<file path="src/rtl/cp0_pkg.sv">
// cp0_pkg: shared constants for the second-generation coprocessor 0.
//   - CP0 register addresses used by mtc0/mfc0
//   - exception codes the block reacts to
//   - bit positions of the SR and Cause fields
package cp0_pkg;

    // Register addresses
    localparam logic [4:0] CP0_BADVADDR = 5'd8;
    localparam logic [4:0] CP0_COUNT    = 5'd9;
    localparam logic [4:0] CP0_COMPARE  = 5'd11;
    localparam logic [4:0] CP0_SR       = 5'd12;
    localparam logic [4:0] CP0_CAUSE    = 5'd13;
    localparam logic [4:0] CP0_EPC      = 5'd14;
    localparam logic [4:0] CP0_PRID     = 5'd15;

    // Exception codes
    localparam logic [4:0] EXC_INT  = 5'd0;
    localparam logic [4:0] EXC_ADEL = 5'd4;
    localparam logic [4:0] EXC_ADES = 5'd5;
    localparam logic [4:0] EXC_RI   = 5'd10;
    localparam logic [4:0] EXC_OV   = 5'd12;

    // Field positions
    localparam int unsigned IE_BIT  = 0;
    localparam int unsigned EXL_BIT = 1;
    localparam int unsigned EXC_LO  = 2;
    localparam int unsigned IM_LO   = 10;
    localparam int unsigned IP_LO   = 10;
    localparam int unsigned TI_BIT  = 30;
    localparam int unsigned BD_BIT  = 31;

endpackage

</file>
<file path="src/rtl/cp0_timer.sv">
// cp0_timer: Count/Compare timer with clock prescaler.
//   clk, reset  : clock, synchronous active-high reset
//   count_we    : load Count from wdata and restart the prescaler
//   compare_we  : load Compare from wdata and clear ti
//   wdata       : mtc0 write data
//   count       : current Count value
//   compare     : current Compare value
//   ti          : sticky timer interrupt, set when Count steps onto Compare
module cp0_timer
    import cp0_pkg::*;
#(
    parameter int unsigned COUNT_DIV = 2
) (
    input  logic        clk,
    input  logic        reset,
    input  logic        count_we,
    input  logic        compare_we,
    input  logic [31:0] wdata,
    output logic [31:0] count,
    output logic [31:0] compare,
    output logic        ti
);

    localparam int unsigned PW = (COUNT_DIV > 1) ? $clog2(COUNT_DIV) : 1;

    logic [PW-1:0] presc;
    logic          tick;
    logic [31:0]   count_inc;

    assign tick      = (presc == PW'(COUNT_DIV - 1));
    assign count_inc = count + 32'd1;

    always_ff @(posedge clk) begin
        if (reset) begin
            presc   <= '0;
            count   <= '0;
            compare <= '0;
            ti      <= 1'b0;
        end else begin
            if (count_we) begin
                count <= wdata;
                presc <= '0;
            end else if (tick) begin
                count <= count_inc;
                presc <= '0;
            end else begin
                presc <= presc + PW'(1);
            end

            // A Compare write clears ti even when a match lands in the same cycle;
            // a Count write suppresses the tick, so it can never set ti.
            if (compare_we)
                ti <= 1'b0;
            else if (!count_we && tick && (count_inc == compare))
                ti <= 1'b1;

            if (compare_we)
                compare <= wdata;
        end
    end

endmodule

</file>
<file path="src/rtl/cp0_gen2.sv">
// cp0_gen2: coprocessor 0 beside the M stage (SR, Cause, EPC, BadVAddr,
// Count/Compare timer, PRId).
//   clk, reset      : clock, synchronous active-high reset
//   en, CP0Addr     : mtc0 enable and register address (also the mfc0 address)
//   CP0In / CP0Out  : mtc0 write data / combinational mfc0 read data
//   VPC, BDin       : victim PC and delay-slot flag
//   ExcCodeIn       : exception code of the victim (0 = none)
//   BadVAddrIn      : faulting address, captured for AdEL/AdES
//   HWInt           : level-sensitive hardware interrupt lines
//   EXLClr          : eret retiring
//   Req             : take exception/interrupt this cycle (combinational)
//   EPCOut          : EPC forwarded to the fetch redirect (combinational)
//   TimerIrq        : registered timer interrupt (Cause.TI)
module cp0_gen2
    import cp0_pkg::*;
#(
    parameter int unsigned NUM_HWINT  = 6,
    parameter int unsigned COUNT_DIV  = 2,
    parameter int unsigned TIMER_LINE = 5,
    parameter logic [31:0] PRID_VAL   = 32'h0000_4220
) (
    input  logic                 clk,
    input  logic                 reset,
    input  logic                 en,
    input  logic [4:0]           CP0Addr,
    input  logic [31:0]          CP0In,
    output logic [31:0]          CP0Out,
    input  logic [31:0]          VPC,
    input  logic                 BDin,
    input  logic [4:0]           ExcCodeIn,
    input  logic [31:0]          BadVAddrIn,
    input  logic [NUM_HWINT-1:0] HWInt,
    input  logic                 EXLClr,
    output logic                 Req,
    output logic [31:0]          EPCOut,
    output logic                 TimerIrq
);

    // SR fields
    logic [NUM_HWINT-1:0] im;
    logic                 exl;
    logic                 ie;

    // Cause fields
    logic                 bd;
    logic [4:0]           exc_code;
    logic [NUM_HWINT-1:0] cause_ip;

    logic [31:0]          epc;
    logic [31:0]          badvaddr;

    // Timer
    logic [31:0]          count;
    logic [31:0]          compare;
    logic                 ti;

    logic [NUM_HWINT-1:0] ipvec;
    logic                 int_req;
    logic                 exc_req;
    logic [31:0]          epc_next;
    logic [31:0]          sr_word;
    logic [31:0]          cause_word;

    cp0_timer #(
        .COUNT_DIV (COUNT_DIV)
    ) u_timer (
        .clk        (clk),
        .reset      (reset),
        .count_we   (en && (CP0Addr == CP0_COUNT)),
        .compare_we (en && (CP0Addr == CP0_COMPARE)),
        .wdata      (CP0In),
        .count      (count),
        .compare    (compare),
        .ti         (ti)
    );

    assign ipvec    = HWInt | (NUM_HWINT'(ti) << TIMER_LINE);
    assign int_req  = (|(ipvec & im)) && !exl && ie;
    assign exc_req  = (ExcCodeIn != '0) && !exl;
    assign Req      = int_req || exc_req;
    assign epc_next = BDin ? (VPC - 32'd4) : VPC;
    assign EPCOut   = Req ? epc_next : epc;
    assign TimerIrq = ti;

    always_ff @(posedge clk) begin
        // IP tracks the live interrupt vector regardless of reset
        cause_ip <= ipvec;
        if (reset) begin
            im       <= '0;
            exl      <= 1'b0;
            ie       <= 1'b0;
            bd       <= 1'b0;
            exc_code <= '0;
            epc      <= '0;
            badvaddr <= '0;
        end else begin
            if (en && (CP0Addr == CP0_SR)) begin
                im  <= CP0In[IM_LO +: NUM_HWINT];
                exl <= CP0In[EXL_BIT];
                ie  <= CP0In[IE_BIT];
            end
            if (en && (CP0Addr == CP0_EPC))
                epc <= CP0In;

            // Placed after the mtc0 writes so the exception entry overrides them
            if (Req) begin
                exl      <= 1'b1;
                exc_code <= int_req ? EXC_INT : ExcCodeIn;
                bd       <= BDin;
                epc      <= epc_next;
                if (!int_req && ((ExcCodeIn == EXC_ADEL) || (ExcCodeIn == EXC_ADES)))
                    badvaddr <= BadVAddrIn;
            end else if (EXLClr) begin
                exl <= 1'b0;
            end
        end
    end

    always_comb begin
        sr_word                          = '0;
        sr_word[IM_LO +: NUM_HWINT]      = im;
        sr_word[EXL_BIT]                 = exl;
        sr_word[IE_BIT]                  = ie;

        cause_word                       = '0;
        cause_word[BD_BIT]               = bd;
        cause_word[TI_BIT]               = ti;
        cause_word[IP_LO +: NUM_HWINT]   = cause_ip;
        cause_word[EXC_LO +: 5]          = exc_code;
    end

    always_comb begin
        CP0Out = '0;
        case (CP0Addr)
            CP0_BADVADDR: CP0Out = badvaddr;
            CP0_COUNT:    CP0Out = count;
            CP0_COMPARE:  CP0Out = compare;
            CP0_SR:       CP0Out = sr_word;
            CP0_CAUSE:    CP0Out = cause_word;
            CP0_EPC:      CP0Out = epc;
            CP0_PRID:     CP0Out = PRID_VAL;
            default:      CP0Out = '0;
        endcase
    end

endmodule
</file>
<file path="config.mk">
export PLATFORM = sky130hd
export DESIGN_NAME = cp0_gen2
export DESIGN_NICKNAME = d
export VERILOG_FILES = /design/src/rtl/cp0_pkg.sv /design/src/rtl/cp0_timer.sv /design/src/rtl/cp0_gen2.sv
export SDC_FILE = /design/constraint.sdc
export NUM_CORES = 1
export LEC_CHECK = 0
export BUFFER_PORTS_ARGS = -buffer_cell sky130_fd_sc_hd__buf_2
export CAP_MARGIN = 10
export CORE_ASPECT_RATIO = 0.9
export CORE_MARGIN = 2
export CORE_UTILIZATION = 50
export CTS_BUF_LIST = sky130_fd_sc_hd__clkbuf_4 sky130_fd_sc_hd__clkbuf_8
export CTS_CLUSTER_DIAMETER = 200
export DETAILED_ROUTE_END_ITERATION = 7
export HOLD_SLACK_MARGIN = 0.12
export PLACE_DENSITY = 0.88
export SYNTH_ARGS = -nofsm -noshare
export SYNTH_HDL_FRONTEND = slang
export SYNTH_HIERARCHICAL = 1
export SYNTH_SLANG_ARGS = --single-unit
</file>
<file path="constraint.sdc">
create_clock -name clk -period 2.45 [get_ports clk]
set_input_delay 0.245 -clock clk [delete_from_list [all_inputs] [get_ports clk]]
set_output_delay 0.245 -clock clk [all_outputs]
set_load 0.005 [all_outputs]
</file>
## After elaboration in Yosys (flattened, before gate mapping)

Index checks and enable logic that the tools add are counted.

- Register bits: 150
- Bits in latches: 0
- Memory bits (writable): 0
- Memory bits (read-only): 0
- Input bits: 117
- Output and inout bits: 66
- Word-level logic and storage cells: 61
- Memories kept: 0

- $add $sub $neg: 3
- Multipliers: 0
- Divide/modulo/power cells: 0
- $lt $le $gt $ge: 0
- Equal/unequal tests: 10
- Shifts and indexed selects: 0
- Mux-type cells: 11
- Bitwise operators: 2
- Reductions and logical operators: 23

Operator list:

| cell | count |
|---|---|
| $pmux W32 S7 | 1 |
| $mux W32 | 6 |
| $eq A5 B4 Y1 const B | 7 |
| $add A32 B1 Y32 const B | 1 |
| $eq A32 B32 Y1 | 1 |
| $sub A32 B3 Y32 const B | 1 |
| $eq A5 B3 Y1 const B | 2 |
| $logic_and A1 B1 Y1 | 10 |
| $and A6 B6 Y6 | 1 |
| $or A6 B6 Y6 | 1 |
| $reduce_or A6 Y1 | 1 |
| $mux W5 | 1 |
| $reduce_bool A5 Y1 | 1 |
| $reduce_bool A2 Y1 | 2 |
| $logic_not A1 Y1 | 3 |
| $mux W1 | 3 |
| $reduce_bool A3 Y1 | 1 |
| $reduce_or A3 Y1 | 1 |
| $logic_or A1 B1 Y1 | 2 |
| $reduce_and A2 Y1 | 1 |
| $reduce_or A2 Y1 | 1 |
| $add A1 B1 Y1 const B | 1 |

## Longest topological paths before layout

- Depth in word-level cells: 8
- Gate-level depth with buffers: 11
- Depth with buffers taken out: 9

## Hierarchy

Netlist, hierarchy kept.

Modules (own cells, without submodules):

| module | instances | cells an instance | area each (µm²) | sequential area each (µm²) |
|---|---|---|---|---|
| cp0_gen2 | 1 | 652 | 5001.0 | 1681.6 |
| cp0_timer | 1 | 467 | 3925.0 | 1321.3 |

## Worst setup path before layout

Ideal clock, no wire load.

- Kind: flip-flop to flip-flop
- From: register u_timer.count[0]
- To: register u_timer.ti
- Setup time: 84 ps
- Arrival: 2291 ps
- Data required time: 2366 ps
- Setup slack: 74 ps
- Cell stages (with the launch flop): 10
- Buffers on the path: 1
- Clock period less this slack: 2376 ps
- Path through: dfxtp_1 > ha_1 > nand3_2 > nor4_4 > and2_1 > buf_6 > xnor2_1 > a2111oi_2 > nand3_1 > o31ai_2

- Longest elaborated chain between the ends: 3

RTL lines:

| what | RTL line | text |
|---|---|---|
| start, declared | cp0_timer.sv:19 | `output logic [31:0] count,` |
| start signal, assigned | cp0_timer.sv:41 | `count <= wdata;` |
| start signal, assigned | cp0_timer.sv:44 | `count <= count_inc;` |
| $add A32 B1 Y32 | cp0_timer.sv:31 | `assign count_inc = count + 32'd1;` |
| $eq A32 B32 Y1 | cp0_timer.sv:54 | `else if (!count_we && tick && (count_inc == compare))` |
| $logic_and A1 B1 Y1 | cp0_timer.sv:54 |  |
| end signal, assigned | cp0_timer.sv:38 | `ti <= 1'b0;` |
| end signal, assigned | cp0_timer.sv:53 | `ti <= 1'b0;` |
| end signal, assigned | cp0_timer.sv:55 | `ti <= 1'b1;` |
| end, declared | cp0_timer.sv:21 | `output logic ti` |

Every way passes these cells.
A chain may end at the register's enable or synchronous reset.

## Worst setup path in the final report

- From: input port VPC[22]
- To: output port EPCOut[30]

- Longest elaborated chain between the ends: 3

RTL lines:

| what | RTL line | text |
|---|---|---|
| start, declared | cp0_gen2.sv:28 | `input logic [31:0] VPC,` |
| $sub A32 B3 Y32 | cp0_gen2.sv:81 | `assign epc_next = BDin ? (VPC - 32'd4) : VPC;` |
| $mux W32 | cp0_gen2.sv:81 |  |
| $mux W32 | cp0_gen2.sv:82 | `assign EPCOut = Req ? epc_next : epc;` |
| end, declared | cp0_gen2.sv:35 | `output logic [31:0] EPCOut,` |

Every way passes these cells.

==> impl_metrics.env <==
export IMPL_first_global_vias=9930
export IMPL_async_flop_share_pct=0
export IMPL_boundaryPins=183
export IMPL_final_min_clock_period_ns=2.629
export IMPL_grt_pass1_wl_mm=51.49
export IMPL_final_nets=1520
export IMPL_synthesis_area_sq_um=8926
export IMPL_end_kind="primary output"
export IMPL_antenna_found_initial=2
export IMPL_dr_first_iter_drc_count=1271
export IMPL_synth_area_leader_cell="sky130_fd_sc_hd__dfxtp_1"
export IMPL_core_region_area_sq_um=17550
export IMPL_clock_sinks=150
export IMPL_syn_area_per_cell_sq_um=7.977
export IMPL_design_area_sq_um=12090
export IMPL_cts_inserted_buffers=17
export IMPL_initial_core_util_pct=50.85
export IMPL_drc=8
export IMPL_die_h_um=130.8
export IMPL_yosysUniqueCellTypes=65
export IMPL_worstHoldPathType="input port to flop"
export IMPL_dpl_instance_area_sq_um=10430
export IMPL_core_rowCount=46
export IMPL_critical_path_peak_fanout=3
export IMPL_ctsRootBufferMaster="sky130_fd_sc_hd__clkbuf_8"
export IMPL_power_density_nw_per_um2=473.1
export IMPL_worst_clock_skew_ns=0.01494
export IMPL_clock_share_of_power_pct=35.2
export IMPL_setup_slack_ns=-0.1791
export IMPL_setup_viol_count_final=32
export IMPL_path_class="input port to primary output"
export IMPL_globalRouteOverflowTotal=0
export IMPL_layout_area_overhead_vs_synth_pct=35.39
export IMPL_finalCritPeriodShare_pct=107.3
export IMPL_fraction_of_power_spent_switching_nets_pct=30.60
export IMPL_port_buffers=182
export IMPL_power_sequential_fraction_pct=45.8
export IMPL_timing_hold_violations_final=0
export IMPL_netlist_instances=1119
export IMPL_grt_setup_unrepaired="true"
export IMPL_wl_per_cell_um=20.59
export IMPL_yosysSeqAreaShare_pct=33.64
export IMPL_net_switching_power_mw=1.750
export IMPL_post_dp_hpwl_mm=22.38
export IMPL_comb_power_share_pct=19.1
export IMPL_cts_tree="done"
export IMPL_max_slew_margin_rel_pct=56.41
export IMPL_yosysWarnings=6
export IMPL_max_stage_delay_ns=0.54
export IMPL_worstSetupPathDepth=7
export IMPL_critPathMostFrequentCell="sky130_fd_sc_hd__buf_2"
export IMPL_p_int_mw=3.968
export IMPL_timing_critical_path_buf_inv=2
export IMPL_cts_htree_levels=4
export IMPL_crit_path_start_kind="input port"
export IMPL_cts_path_max_buffers=2
export IMPL_route_vias_total=10210
export IMPL_final_max_slew_violation_count=0
export IMPL_postSynth_topFlopCell="sky130_fd_sc_hd__dfxtp_1"
export IMPL_clkSlewWorstSetupHoldPaths_ns=0.10
export IMPL_place_worst_setup_slack_ns=-0.03029
export IMPL_postRouteAntennaNets=0
export IMPL_drv_max_cap_violation_count=0
export IMPL_outcome="complete, but fails checks"
export IMPL_hold_path_cell_cnt=3
export IMPL_die_x_um=144.8
export IMPL_timing_fmax_mhz=380.4
export IMPL_synth_top_cell_area_share_pct=33.64
export IMPL_gpl_final_weighted_congestion=0.9975
export IMPL_post_layout_total_power_mw=5.717
export IMPL_cp_cell_sequence="buf_2 -> or4_4 -> or4b_4 -> nor4_1 -> nor3_2 -> nor2_4 -> buf_2"
export IMPL_dieArea_sq_um=18940
export IMPL_synth_edf_count=0
export IMPL_rr_worst_depth=9
export IMPL_timing_critical_path_required_ns=2.20
export IMPL_routed_via_density=6.165
export IMPL_grt_max_degree=144
export IMPL_post_route_cells_drive_above_1_share_pct=27.16
export IMPL_critical_path_data_arrival_time_ns=2.38
export IMPL_track_usage_pct=35.31
export IMPL_total_length_of_routed_wires_mm=34.10
export IMPL_critPathSlowestCell="sky130_fd_sc_hd__or4_4"
export IMPL_dr_pass1_iters=8
export IMPL_worst_path_dominant_cell_family="simple AND/OR/NAND/NOR gates"
export IMPL_failed_checks="DRC, setup timing"
export IMPL_synth_ff_latch_count=150
export IMPL_finalCoreUtilization_pct=68.85
export IMPL_p_leak_nw=4.899
export IMPL_tightestPinTransition_ns=0.6538
export IMPL_synth_area_top_cells="sky130_fd_sc_hd__dfxtp_1 (34%), sky130_fd_sc_hd__mux2i_1 (8.9%), sky130_fd_sc_hd__nor2_1 (7.3%), sky130_fd_sc_hd__nand2_1 (6.2%), sky130_fd_sc_hd__xnor2_1 (5.6%)"
export IMPL_vdd_ir_drop_worst_mv=0.3591
export IMPL_insertion_delay_ns=0.46
export IMPL_synth_net_count=1238
## metrics by stage
step                hold slack, ns  setup TNS, ns  std cells
floorplan                   0.2727              0       1119
global placement            0.3976              0       1535
detailed placement          0.3940       -0.03333       1535
CTS                         0.1210         -5.904       1651
global route                0.1318         -7.223       1656
finish                      0.1292         -3.916       1656
## per-layer routing
layer	vias up	global-route usage, %	wire [um]
li1	4543	-	-
met1	4783	40.76	12580
met2	723	58.57	15930
met3	160	9.220	3463
met4	0	22.27	2128
met5	-	0	0
## cell usage after synthesis (all sizes together), types with 10 or more instances
| master | number |
|---|---|
| dfxtp | 150 |
| and3 | 11 |
| nor4 | 20 |
| nor2 | 173 |
| nand2 | 148 |
| a222oi | 11 |
| nor3 | 24 |
| a21oi | 58 |
| a22oi | 57 |
| clkbuf | 59 |
| nand3 | 47 |
| a21boi | 16 |
| xnor2 | 57 |
| xor2 | 43 |
| buf | 21 |
| and2 | 12 |
| a31oi | 22 |
| nand4 | 18 |
| mux2i | 79 |
| inv | 10 |
## layout make-up
class	count	area, sq um
Fill cell	1304	5469
Tap cell	240	300.3
Multi-Input combinational cell	879	5819
Clock inverter	15	168.9
Inverter	10	50.05
Antenna cell	2	5.005
Timing Repair Buffer	343	2502
Clock buffer	17	234.0
Sequential cell	150	3005
## power by group through the flow
stage	sequential (mW)	clock, mW	combinational [mW]
2_1_floorplan	2.63	0	0.420
3_3_place_gp	2.65	0	0.790
3_5_place_dp	2.65	0	0.806
4_1_cts	2.60	2.00	0.997
5_1_grt	2.62	2.11	1.16
6_report	2.62	2.01	1.09
## worst paths after layout
kind,start,end,slack [ns]
worst max-delay path,VPC[22],EPCOut[30],-0.18
worst min-delay path,VPC[17],epc[17]$_SDFFE_PP0P_,0.13
worst max register to register,u_timer/ti$_SDFFE_PP0P_,badvaddr[24]$_SDFFE_PP0P_,0.01
worst min register to register,bd$_SDFFE_PP0N_,bd$_SDFFE_PP0N_,0.47
## worst reg2reg max path: cells and delay by family, from the launching register on
family	cells	cell delay, ns
compound gates	2	0.53
buf+inv	4	0.73
flops	1	0.39
mux	1	0.28
simple gates	2	0.39
## registers in the layout, indices dropped and copies added (netlist names)
register and flops:
badvaddr 32, bd 1, cause_ip 6, epc 32
exc_code 5, exl 1, ie 1, im 6
u_timer/compare 32, u_timer/count 32, u_timer/presc 1, u_timer/ti 1
## layout by cell type, fill, tap and decap left out, types with 16 or more instances in the layout
master,netlist,routed
sky130_fd_sc_hd__a21oi_1,58,45
sky130_fd_sc_hd__a22oi_1,57,57
sky130_fd_sc_hd__a31oi_1,22,21
sky130_fd_sc_hd__buf_2,7,180
sky130_fd_sc_hd__buf_4,4,72
sky130_fd_sc_hd__clkbuf_8,0,17
sky130_fd_sc_hd__dfxtp_1,150,148
sky130_fd_sc_hd__dlygate4sd3_1,0,76
sky130_fd_sc_hd__mux2i_1,79,79
sky130_fd_sc_hd__nand2_1,148,145
sky130_fd_sc_hd__nand3_1,45,45
sky130_fd_sc_hd__nor2_1,173,146
sky130_fd_sc_hd__nor3_1,23,16
sky130_fd_sc_hd__xnor2_1,57,57
sky130_fd_sc_hd__xor2_1,43,43
## kinds of logic after synthesis
family                     Yosys count  share of synthesized area (%)
and+or+nand+nor                    483                          25.95
AOI/OAI and AO/OA                  215                          17.13
DFF                                150                          33.64
xor gates and xnor gates           100                          9.812
buffers and inverters               90                          4.331
muxes                               79                          8.859
adders and majority gates            2                         0.2803
## timing repair
action	CTS	global route
hold endpoints to repair	102	0
endpoints found under the setup margin	31	43
cloned	3	2
buffers inserted	7	1
hold buffers	76	0
resized for setup	53	33
pin swaps	3	4
Power figures use the tool's default switching activity.
